$ cat config.mk
export PLATFORM = sky130hd
export DESIGN_NAME = dmem_arbiter_flat
export DESIGN_NICKNAME = d
export VERILOG_FILES = /design/src/rtl/dmem_arbiter_if.sv /design/src/rtl/dmem_arbiter.sv /design/src/flat_wrapper.sv
export SDC_FILE = /design/constraint.sdc
export NUM_CORES = 1
export LEC_CHECK = 0
export ABC_AREA = 1
export CAP_MARGIN = 0
export CORE_MARGIN = 1
export CORE_UTILIZATION = 23
export CTS_CLUSTER_SIZE = 28
export DETAILED_ROUTE_END_ITERATION = 8
export PLACE_DENSITY = 0.77
export SYNTH_ARGS = -nofsm -noshare
export SYNTH_HDL_FRONTEND = slang
export SYNTH_SLANG_ARGS = --single-unit
$ cat constraint.sdc
create_clock -name clk -period 1.9 [get_ports clk]
set_clock_uncertainty 0.2 [all_clocks]
set_input_delay 0.38 -clock clk [delete_from_list [all_inputs] [get_ports clk]]
set_output_delay 0.38 -clock clk [all_outputs]
set_load 0.02 [all_outputs]
$ cat src/rtl/dmem_arbiter_if.sv
// Bus bundle between the MEM stage, the external loader/debug port and Data_Mem.
// The arbiter takes the slave view; whatever drives requests and models the memory takes the master view.
interface dmem_arbiter_if;
    logic        cpu_mem_read;
    logic        cpu_mem_write;
    logic [15:0] cpu_addr;
    logic [15:0] cpu_wdata;
    logic [15:0] cpu_rdata;
    logic        cpu_stall;

    logic        ext_req;
    logic        ext_we;
    logic        ext_lock;
    logic [15:0] ext_addr;
    logic [15:0] ext_wdata;
    logic        ext_gnt;
    logic [15:0] ext_rdata;

    logic        mem_read;
    logic        mem_write;
    logic [15:0] mem_addr;
    logic [15:0] mem_wdata;
    logic [15:0] mem_rdata;

    modport slave (
        input  cpu_mem_read, cpu_mem_write, cpu_addr, cpu_wdata,
        output cpu_rdata, cpu_stall,
        input  ext_req, ext_we, ext_lock, ext_addr, ext_wdata,
        output ext_gnt, ext_rdata,
        output mem_read, mem_write, mem_addr, mem_wdata,
        input  mem_rdata
    );

    modport master (
        output cpu_mem_read, cpu_mem_write, cpu_addr, cpu_wdata,
        input  cpu_rdata, cpu_stall,
        output ext_req, ext_we, ext_lock, ext_addr, ext_wdata,
        input  ext_gnt, ext_rdata,
        input  mem_read, mem_write, mem_addr, mem_wdata,
        output mem_rdata
    );
endinterface

$ cat src/rtl/dmem_arbiter.sv
// Single-port data memory arbiter: CPU has default priority, EXT gets starvation
// protection and bounded locked bursts, and the pipeline is stalled while EXT owns the memory.
module dmem_arbiter #(
    parameter int STARVE_LIMIT = 4,
    parameter int MAX_BURST    = 8
) (
    input  logic          clk,
    input  logic          rst,
    dmem_arbiter_if.slave bus
);

    localparam int WAIT_W  = $clog2(STARVE_LIMIT + 1);
    localparam int BURST_W = (MAX_BURST > 2) ? $clog2(MAX_BURST) : 1;

    localparam logic [WAIT_W-1:0]  WAIT_MAX   = WAIT_W'(STARVE_LIMIT);
    localparam logic [WAIT_W-1:0]  WAIT_ONE   = WAIT_W'(1);
    localparam logic [BURST_W-1:0] BURST_ONE  = BURST_W'(1);
    localparam logic [BURST_W-1:0] BURST_LAST = BURST_W'(MAX_BURST - 1);

    typedef enum logic [1:0] {
        IDLE      = 2'd0,
        EXT_BURST = 2'd1,
        CPU_PRIO  = 2'd2
    } state_t;

    state_t             state_r;
    logic [WAIT_W-1:0]  wait_cnt_r;
    logic [BURST_W-1:0] burst_cnt_r;

    logic        cpu_req_s;
    logic        ext_gnt_s;
    logic        mem_read_s;
    logic        mem_write_s;
    logic [15:0] mem_addr_s;
    logic [15:0] mem_wdata_s;

    assign cpu_req_s = bus.cpu_mem_read | bus.cpu_mem_write;

    // Grant decision from registered state and the current requests.
    always_comb begin
        ext_gnt_s = 1'b0;
        if (rst) begin
            ext_gnt_s = 1'b0;
        end else begin
            case (state_r)
                IDLE:      ext_gnt_s = bus.ext_req & (~cpu_req_s | (wait_cnt_r == WAIT_MAX));
                EXT_BURST: ext_gnt_s = bus.ext_req;
                CPU_PRIO:  ext_gnt_s = 1'b0;
                default:   ext_gnt_s = 1'b0;
            endcase
        end
    end

    // Memory port mux; a CPU access that loses arbitration is simply not forwarded.
    always_comb begin
        mem_read_s  = 1'b0;
        mem_write_s = 1'b0;
        mem_addr_s  = bus.cpu_addr;
        mem_wdata_s = bus.cpu_wdata;
        if (rst) begin
            mem_read_s  = 1'b0;
            mem_write_s = 1'b0;
            mem_addr_s  = bus.cpu_addr;
            mem_wdata_s = bus.cpu_wdata;
        end else if (ext_gnt_s) begin
            mem_read_s  = ~bus.ext_we;
            mem_write_s = bus.ext_we;
            mem_addr_s  = bus.ext_addr;
            mem_wdata_s = bus.ext_wdata;
        end else begin
            mem_read_s  = bus.cpu_mem_read;
            mem_write_s = bus.cpu_mem_write;
            mem_addr_s  = bus.cpu_addr;
            mem_wdata_s = bus.cpu_wdata;
        end
    end

    assign bus.ext_gnt   = ext_gnt_s;
    assign bus.cpu_stall = cpu_req_s & ext_gnt_s;
    assign bus.mem_read  = mem_read_s;
    assign bus.mem_write = mem_write_s;
    assign bus.mem_addr  = mem_addr_s;
    assign bus.mem_wdata = mem_wdata_s;
    assign bus.cpu_rdata = bus.mem_rdata;
    assign bus.ext_rdata = bus.mem_rdata;

    // Arbitration FSM with starvation counter and burst beat counter.
    always_ff @(posedge clk) begin
        if (rst) begin
            state_r     <= IDLE;
            wait_cnt_r  <= '0;
            burst_cnt_r <= '0;
        end else begin
            // The post-burst CPU slot must not erase or advance EXT's waiting history.
            if (state_r == CPU_PRIO) begin
                wait_cnt_r <= wait_cnt_r;
            end else if (ext_gnt_s || !bus.ext_req) begin
                wait_cnt_r <= '0;
            end else if (wait_cnt_r != WAIT_MAX) begin
                wait_cnt_r <= wait_cnt_r + WAIT_ONE;
            end else begin
                wait_cnt_r <= wait_cnt_r;
            end

            case (state_r)
                IDLE: begin
                    if (ext_gnt_s && bus.ext_lock) begin
                        if (MAX_BURST <= 1) begin
                            state_r     <= CPU_PRIO;
                            burst_cnt_r <= '0;
                        end else begin
                            state_r     <= EXT_BURST;
                            burst_cnt_r <= BURST_ONE;
                        end
                    end else begin
                        state_r     <= IDLE;
                        burst_cnt_r <= '0;
                    end
                end
                EXT_BURST: begin
                    // A forced end wins over a simultaneous lock release so the CPU always gets its slot.
                    if (ext_gnt_s && (burst_cnt_r == BURST_LAST)) begin
                        state_r     <= CPU_PRIO;
                        burst_cnt_r <= '0;
                    end else if (!bus.ext_lock) begin
                        state_r     <= IDLE;
                        burst_cnt_r <= '0;
                    end else if (ext_gnt_s) begin
                        state_r     <= EXT_BURST;
                        burst_cnt_r <= burst_cnt_r + BURST_ONE;
                    end else begin
                        state_r     <= EXT_BURST;
                        burst_cnt_r <= burst_cnt_r;
                    end
                end
                CPU_PRIO: begin
                    state_r     <= IDLE;
                    burst_cnt_r <= '0;
                end
                default: begin
                    state_r     <= IDLE;
                    burst_cnt_r <= '0;
                end
            endcase
        end
    end

endmodule

$ cat src/flat_wrapper.sv
// flat-port wrapper written by rule: the top's interface ports become plain ports
module dmem_arbiter_flat 
#(
    parameter int STARVE_LIMIT = 4,
    parameter int MAX_BURST    = 8
)
  (clk, rst, bus_cpu_mem_read, bus_cpu_mem_write, bus_cpu_addr, bus_cpu_wdata, bus_cpu_rdata, bus_cpu_stall, bus_ext_req, bus_ext_we, bus_ext_lock, bus_ext_addr, bus_ext_wdata, bus_ext_gnt, bus_ext_rdata, bus_mem_read, bus_mem_write, bus_mem_addr, bus_mem_wdata, bus_mem_rdata);
  dmem_arbiter_if bus_i ();
  input  logic clk;
  input  logic rst;
  input wire logic [$bits(bus_i.cpu_mem_read)-1:0] bus_cpu_mem_read;
  input wire logic [$bits(bus_i.cpu_mem_write)-1:0] bus_cpu_mem_write;
  input wire logic [$bits(bus_i.cpu_addr)-1:0] bus_cpu_addr;
  input wire logic [$bits(bus_i.cpu_wdata)-1:0] bus_cpu_wdata;
  output wire logic [$bits(bus_i.cpu_rdata)-1:0] bus_cpu_rdata;
  output wire logic [$bits(bus_i.cpu_stall)-1:0] bus_cpu_stall;
  input wire logic [$bits(bus_i.ext_req)-1:0] bus_ext_req;
  input wire logic [$bits(bus_i.ext_we)-1:0] bus_ext_we;
  input wire logic [$bits(bus_i.ext_lock)-1:0] bus_ext_lock;
  input wire logic [$bits(bus_i.ext_addr)-1:0] bus_ext_addr;
  input wire logic [$bits(bus_i.ext_wdata)-1:0] bus_ext_wdata;
  output wire logic [$bits(bus_i.ext_gnt)-1:0] bus_ext_gnt;
  output wire logic [$bits(bus_i.ext_rdata)-1:0] bus_ext_rdata;
  output wire logic [$bits(bus_i.mem_read)-1:0] bus_mem_read;
  output wire logic [$bits(bus_i.mem_write)-1:0] bus_mem_write;
  output wire logic [$bits(bus_i.mem_addr)-1:0] bus_mem_addr;
  output wire logic [$bits(bus_i.mem_wdata)-1:0] bus_mem_wdata;
  input wire logic [$bits(bus_i.mem_rdata)-1:0] bus_mem_rdata;
  assign bus_i.cpu_mem_read = bus_cpu_mem_read;
  assign bus_i.cpu_mem_write = bus_cpu_mem_write;
  assign bus_i.cpu_addr = bus_cpu_addr;
  assign bus_i.cpu_wdata = bus_cpu_wdata;
  assign bus_cpu_rdata = bus_i.cpu_rdata;
  assign bus_cpu_stall = bus_i.cpu_stall;
  assign bus_i.ext_req = bus_ext_req;
  assign bus_i.ext_we = bus_ext_we;
  assign bus_i.ext_lock = bus_ext_lock;
  assign bus_i.ext_addr = bus_ext_addr;
  assign bus_i.ext_wdata = bus_ext_wdata;
  assign bus_ext_gnt = bus_i.ext_gnt;
  assign bus_ext_rdata = bus_i.ext_rdata;
  assign bus_mem_read = bus_i.mem_read;
  assign bus_mem_write = bus_i.mem_write;
  assign bus_mem_addr = bus_i.mem_addr;
  assign bus_mem_wdata = bus_i.mem_wdata;
  assign bus_i.mem_rdata = bus_mem_rdata;
  dmem_arbiter #(.STARVE_LIMIT(STARVE_LIMIT), .MAX_BURST(MAX_BURST)) u_core (.clk(clk), .rst(rst), .bus(bus_i));
endmodule
==> results.toml, run 1 <==
[timing]
timing.fmax_mhz = 451
slew_viol_final = 0
grt_setup_unrepaired = "true"
finalCritPeriodShare_pct = 117
setup_slack_ps = -317
max_slew_margin_pct = 82.4
holdWs_ps = 257
setup_viol = 36
hold_viol_final = 0
min_period_ps = 2220
worst_pin_slew_ps = 264

[floorplanning]
row_count = 25
die_area_um2 = 5360
fp.dieW_um = 73.2
die_h_um = 73.2
start_util_pct = 24.4
coreArea_um2 = 4790
ios = 155

[worst_setup_path]
cp-end-kind = "output pin"
start_kind = "register"
crit_required_ps = 1320
cp_max_fo = 5
arrival_ps = 1640
critPathKind = "register to output pin"

[logic_synthesis]
synthTopCellsByCount = "nand2_1, buf_4, inv_1"
synth_edf_count = 0
synthTopCellsByArea = "nand2_1, buf_4, dfxtp_1"
ys_types = 19
yosysSeqAreaShare_pct = 13.7
yosys_register_bits = 8
synthesis.nets = 303
syn-mean-instance-area_um2 = 5.50
synth_top_area_share_pct = 35.1
synth.most_common_cell = "nand2_1"
synthFlopType = "dfxtp_1"
ys.warnings.count = 0
yosys.area.top_type = "nand2_1"
async_reset_ff_share_pct = 0
syn_area_um2 = 1170
postSynthCellCount = 212

[hold_path]
hp-class = "input pin to register"

[cts]
cts_buffers = 3
root_buffer = "clkbuf_8"
clockBufferDepth = 2
cts.sinks = 8
clock_latency_ps = 240
cts_tree = "done"
hold_buffers = 0
htree_num_levels = 1
clkTransAtPathRegs_ps = 40

[drt]
routedWlPerCell_um = 12.9
drt-pass1-iter-count = 4
viasPerCell = 4.36
drtIter0Drc = 34
drt-total-wl_mm = 5.01
via_count = 1699
final_antenna_net_count = 0
drc_errors = 0

[cells_and_area]
area_growth_syn_to_layout_pct = 155
multi_input_area_um2 = 1020
fin_nets = 416
fillers = 416
final_core_util_pct = 62.1
layout-drive-gt1-share_pct = 53.6
antenna_cells = 0
regArea_um2 = 164

[placed_design]
gp_congestion = 0.826
port_buffers = 106
post-dp-hpwl_mm = 3.23

[pwr]
powerDensity_nw_per_um2 = 325
p_leak_nw = 1.53
peakVddDrop_mv = 0.308

[global_route]
grt_pass1_vias = 1667
grt_usage_pct = 17.8
grt_pass1_wl_mm = 7.29
antenna_found_initial = 0
overflow = 0
grt_max_degree = 16

[run_status]
violations = "negative setup slack"
status = "finished, violations left"

[flow_run]
maxCapViolCount = 0
-- state kept, by name (all words and copies together), names as in the netlist --
signal,flops
u_core.burst_cnt_r,3
u_core.state_r,2
u_core.wait_cnt_r,3
-- cells by family after synthesis --
kind of cell | count (synthesis) | share of synthesized area, %
AOI/OAI and AO/OA | 10 | 4.72
xor gates and xnor gates | 1 | 0.751
buffers and inverters | 55 | 30.4
and+or+nand+nor | 134 | 46.1
DFF | 8 | 13.7
adders and majority gates | 4 | 4.29
-- report_power, final --
part	leakage (nW)	switching (mW)	internal, mW
sequential	0.0661	0.00191	0.172
clock	0.0216	0.0771	0.138
combinational	1.44	0.243	0.334
-- path summary, 6_finish.rpt --
| path | startpoint | endpoint | slack, ps | cells past startpoint |
|---|---|---|---|---|
| worst max-delay path | u_core.wait_cnt_r[1] | bus_mem_wdata[15] | -320 | 11 |
| worst max register to register | u_core.state_r[1] | u_core.burst_cnt_r[0] | 90 | 12 |
| worst min-delay path | rst | u_core.state_r[0] | 260 | 4 |
| worst min register to register | u_core.burst_cnt_r[1] | u_core.burst_cnt_r[1] | 280 | 2 |
-- what timing repair did --
item | 4_1_cts | 5_1_grt
pin swaps | 23 | 8
gates resized for setup | 290 | 42
gates cloned | 4 | 1
setup buffers | 13 | 1
endpoints found under the setup margin | 36 | 39
-- cell usage in the layout, fill, tap and decap left out --
cell	instances
nand3_1	7
clkbuf_16	1
buf_12	7
clkdlybuf4s50_1	66
nand3_2	2
ha_4	1
xor2_1	1
a211oi_2	1
nor2_4	2
inv_1	7
inv_2	8
buf_6	38
dfxtp_2	3
nand2_1	39
o21ai_0	2
a21oi_1	6
inv_16	1
buf_8	1
nand2_2	42
dfxtp_1	5
ha_1	3
buf_4	27
nand2_4	30
o21a_2	1
nand4_1	2
nor2_1	9
clkbuf_8	3
nand3_4	1
clkbuf_2	1
dlygate4sd2_1	3
buf_16	3
-- worst max-delay path: stages, from the launching register on --
cell and delay [ps]:
dfxtp_2 330, inv_2 40, ha_4 150, nand2_4 70, nand3_4 80, nand2_4 120, buf_6 130, buf_12 110
buf_16 130, nand2_4 40, nand2_2 60, buf_6 120
-- per-layer routing --
metal  share of wire, %  GRT usage [%]
met5                  0              0
met4                2.3           8.93
met3                6.6           3.73
met2                 56           33.6
met1                 35           18.4
-- through the flow --
stage	setup TNS (ps)	worst slack [ps]	total power, mW	std cells	area, um2
final	-10010	-317	0.965	390	2970
after global routing	-12250	-380	1.01	390	2970
after CTS	-8050	-270	0.928	388	2790
after detailed placement	-31380	-909	0.627	368	2300
after global placement	-30390	-870	0.623	368	2300
after floorplan	0	15.8	0.442	212	1230
-- layout make-up --
| type | instances | share of cell area (%) |
|---|---|---|
| Timing Repair Buffer | 147 | 53.3 |
| Multi-Input combinational cell | 149 | 34.4 |
| Sequential cell | 8 | 5.52 |
| Tap cell | 67 | 2.82 |
| Inverter | 16 | 2.57 |
| Clock buffer | 3 | 1.39 |
No activity file was read; power rests on OpenSTA's default activity.
==> run 2, diff against run 1 <==
GPL_TIMING_DRIVEN = 0   (was not set)
==> results.toml, run 2 (synthesis gave the netlist of run 1 again) <==
[cts]
clock_latency_ps = 230
clkTransAtPathRegs_ps = 40
hold_buffers = 0
htree_num_levels = 1
root_buffer = "clkbuf_8"
cts_buffers = 3
cts.sinks = 8
cts_tree = "done"
clockBufferDepth = 2

[cells_and_area]
final_cell_mix = "clkdlybuf4s50_1, nand2_1, buf_4"
top_regs = "u_core.burst_cnt_r x3, u_core.wait_cnt_r x3, u_core.state_r x2"
fillers = 406
layout.cells.non_filler = 440
final_common_cell = "clkdlybuf4s50_1"
area_growth_syn_to_layout_pct = 170
final_core_util_pct = 65.9
antenna_cells = 0
fin_nets = 466
layout-drive-gt1-share_pct = 43.4

[worst_setup_path]
arrival_ps = 1590
critPathLaunch = "u_core.wait_cnt_r[0]"
crit_required_ps = 1320
cp_max_fo = 6
critPathKind = "register to output pin"
cp-end-kind = "output pin"
r2r_start = "u_core.wait_cnt_r[0]"
start_kind = "register"

[timing]
min_period_ps = 2170
timing.fmax_mhz = 460
max_slew_margin_pct = 80.0
setup_viol = 36
hold_viol_final = 0
worst_pin_slew_ps = 299
grt_setup_unrepaired = "true"
holdWs_ps = 215
finalCritPeriodShare_pct = 114
slew_viol_final = 0
setup_slack_ps = -275

[drt]
drtIter0Drc = 27
final_antenna_net_count = 0
routedWlPerCell_um = 11.6
viasPerCell = 4.14
drt-pass1-iter-count = 4
via_count = 1820
drt-total-wl_mm = 5.09
drc_errors = 0

[global_route]
overflow = 0
grt_usage_pct = 16.9
antenna_found_initial = 0
grt_pass1_wl_mm = 7.19
grt_pass1_vias = 1680
grt_max_degree = 11

[floorplanning]
fp.dieW_um = 73.2
ios = 155
start_util_pct = 24.4
coreArea_um2 = 4790
die_area_um2 = 5360
row_count = 25
die_h_um = 73.2

[placed_design]
dpl.cell_count = 417
gp_congestion = 0.794
post-dp-hpwl_mm = 3.80
port_buffers = 138

[run_status]
violations = "negative setup slack"
status = "finished, violations left"

[pwr]
finalPower_mw = 1.06
p_leak_nw = 1.62
peakVddDrop_mv = 0.347
powerDensity_nw_per_um2 = 335

[flow_run]
maxCapViolCount = 0

[hold_path]
hp-start = "rst"
hp-class = "input pin to register"
-- run 2: cell count changes in the layout (fill, tap and decap cells not counted), moves of 3 or more --
| cell | delta |
|---|---|
| buf_4 | +26 |
| nand2_4 | -17 |
| clkdlybuf4s50_1 | +32 |
| buf_12 | -5 |
| buf_2 | +3 |
| nand2_2 | -8 |
| nand2_1 | +24 |
-- run 2: metal layers --
| layer | routed length (um) | share of wire [%] | global-route usage, % | vias up |
|---|---|---|---|---|
| met5 | 0 | 0 | 0 | - |
| met4 | 74 | 1.5 | 6.32 | 0 |
| met3 | 384 | 7.5 | 3.18 | 8 |
| li1 | - | - | - | 941 |
| met1 | 1780 | 35 | 16.3 | 796 |
| met2 | 2850 | 56 | 34.8 | 75 |
-- run 2: worst paths after layout --
path	end	slack, ps	depth (start not counted)
setup / recovery	bus_mem_wdata[6]	-270	11
hold / removal	u_core.burst_cnt_r[2]	220	2
setup reg to reg	u_core.wait_cnt_r[0]	260	11
hold reg to reg	u_core.burst_cnt_r[1]	290	2
-- run 2: per-stage QoR --
stage,setup WS [ps],TNS [ps],area [um2]
2_1_floorplan,15.8,0,1230
3_3_place_gp,-1200,-41830,2700
3_5_place_dp,-1190,-41510,2700
4_1_cts,-292,-8820,2960
5_1_grt,-337,-10040,3150
6_report,-275,-7710,3150
-- run 2: area by class of cell --
| type | instances | area, um2 | share of cell area (%) |
|---|---|---|---|
| Clock buffer | 3 | 41.3 | 1.31 |
| Multi-Input combinational cell | 149 | 880 | 27.9 |
| Timing Repair Buffer | 158 | 1590 | 50.4 |
| Buffer | 39 | 330 | 10.5 |
| Inverter | 16 | 67.6 | 2.14 |
| Sequential cell | 8 | 163 | 5.16 |
| Tap cell | 67 | 83.8 | 2.66 |
-- run 2: where the power goes --
| group | switching [mW] | internal [mW] | leakage (nW) |
|---|---|---|---|
| sequential | 0.00196 | 0.172 | 0.0656 |
| combinational | 0.280 | 0.392 | 1.53 |
| clock | 0.0739 | 0.138 | 0.0216 |
| total | 0.356 | 0.701 | 1.62 |
-- run 2: what timing repair did --
action	4_1_cts	5_1_grt
resized for setup	224	61
pin swaps	8	4
endpoints found under the setup margin	36	36
setup buffers	12	4
cloned	3	1
-- run 2: worst max-delay path: stages (launching register included) --
cell and delay [ps]:
dfxtp_2 330, inv_2 40, ha_4 150, nand2_4 70
nand3_4 90, nand2_8 120, inv_8 50, buf_12 130
clkbuf_16 150, nand2_2 60, nand2_2 50, buf_6 120
==> run 3, diff against run 2 <==
CTS_CLUSTER_SIZE = 8   (was 28)
GPL_TIMING_DRIVEN = not set   (was 0)
==> results of run 3 <==
Final layout, timing and power as in run 1 (identical DEF).
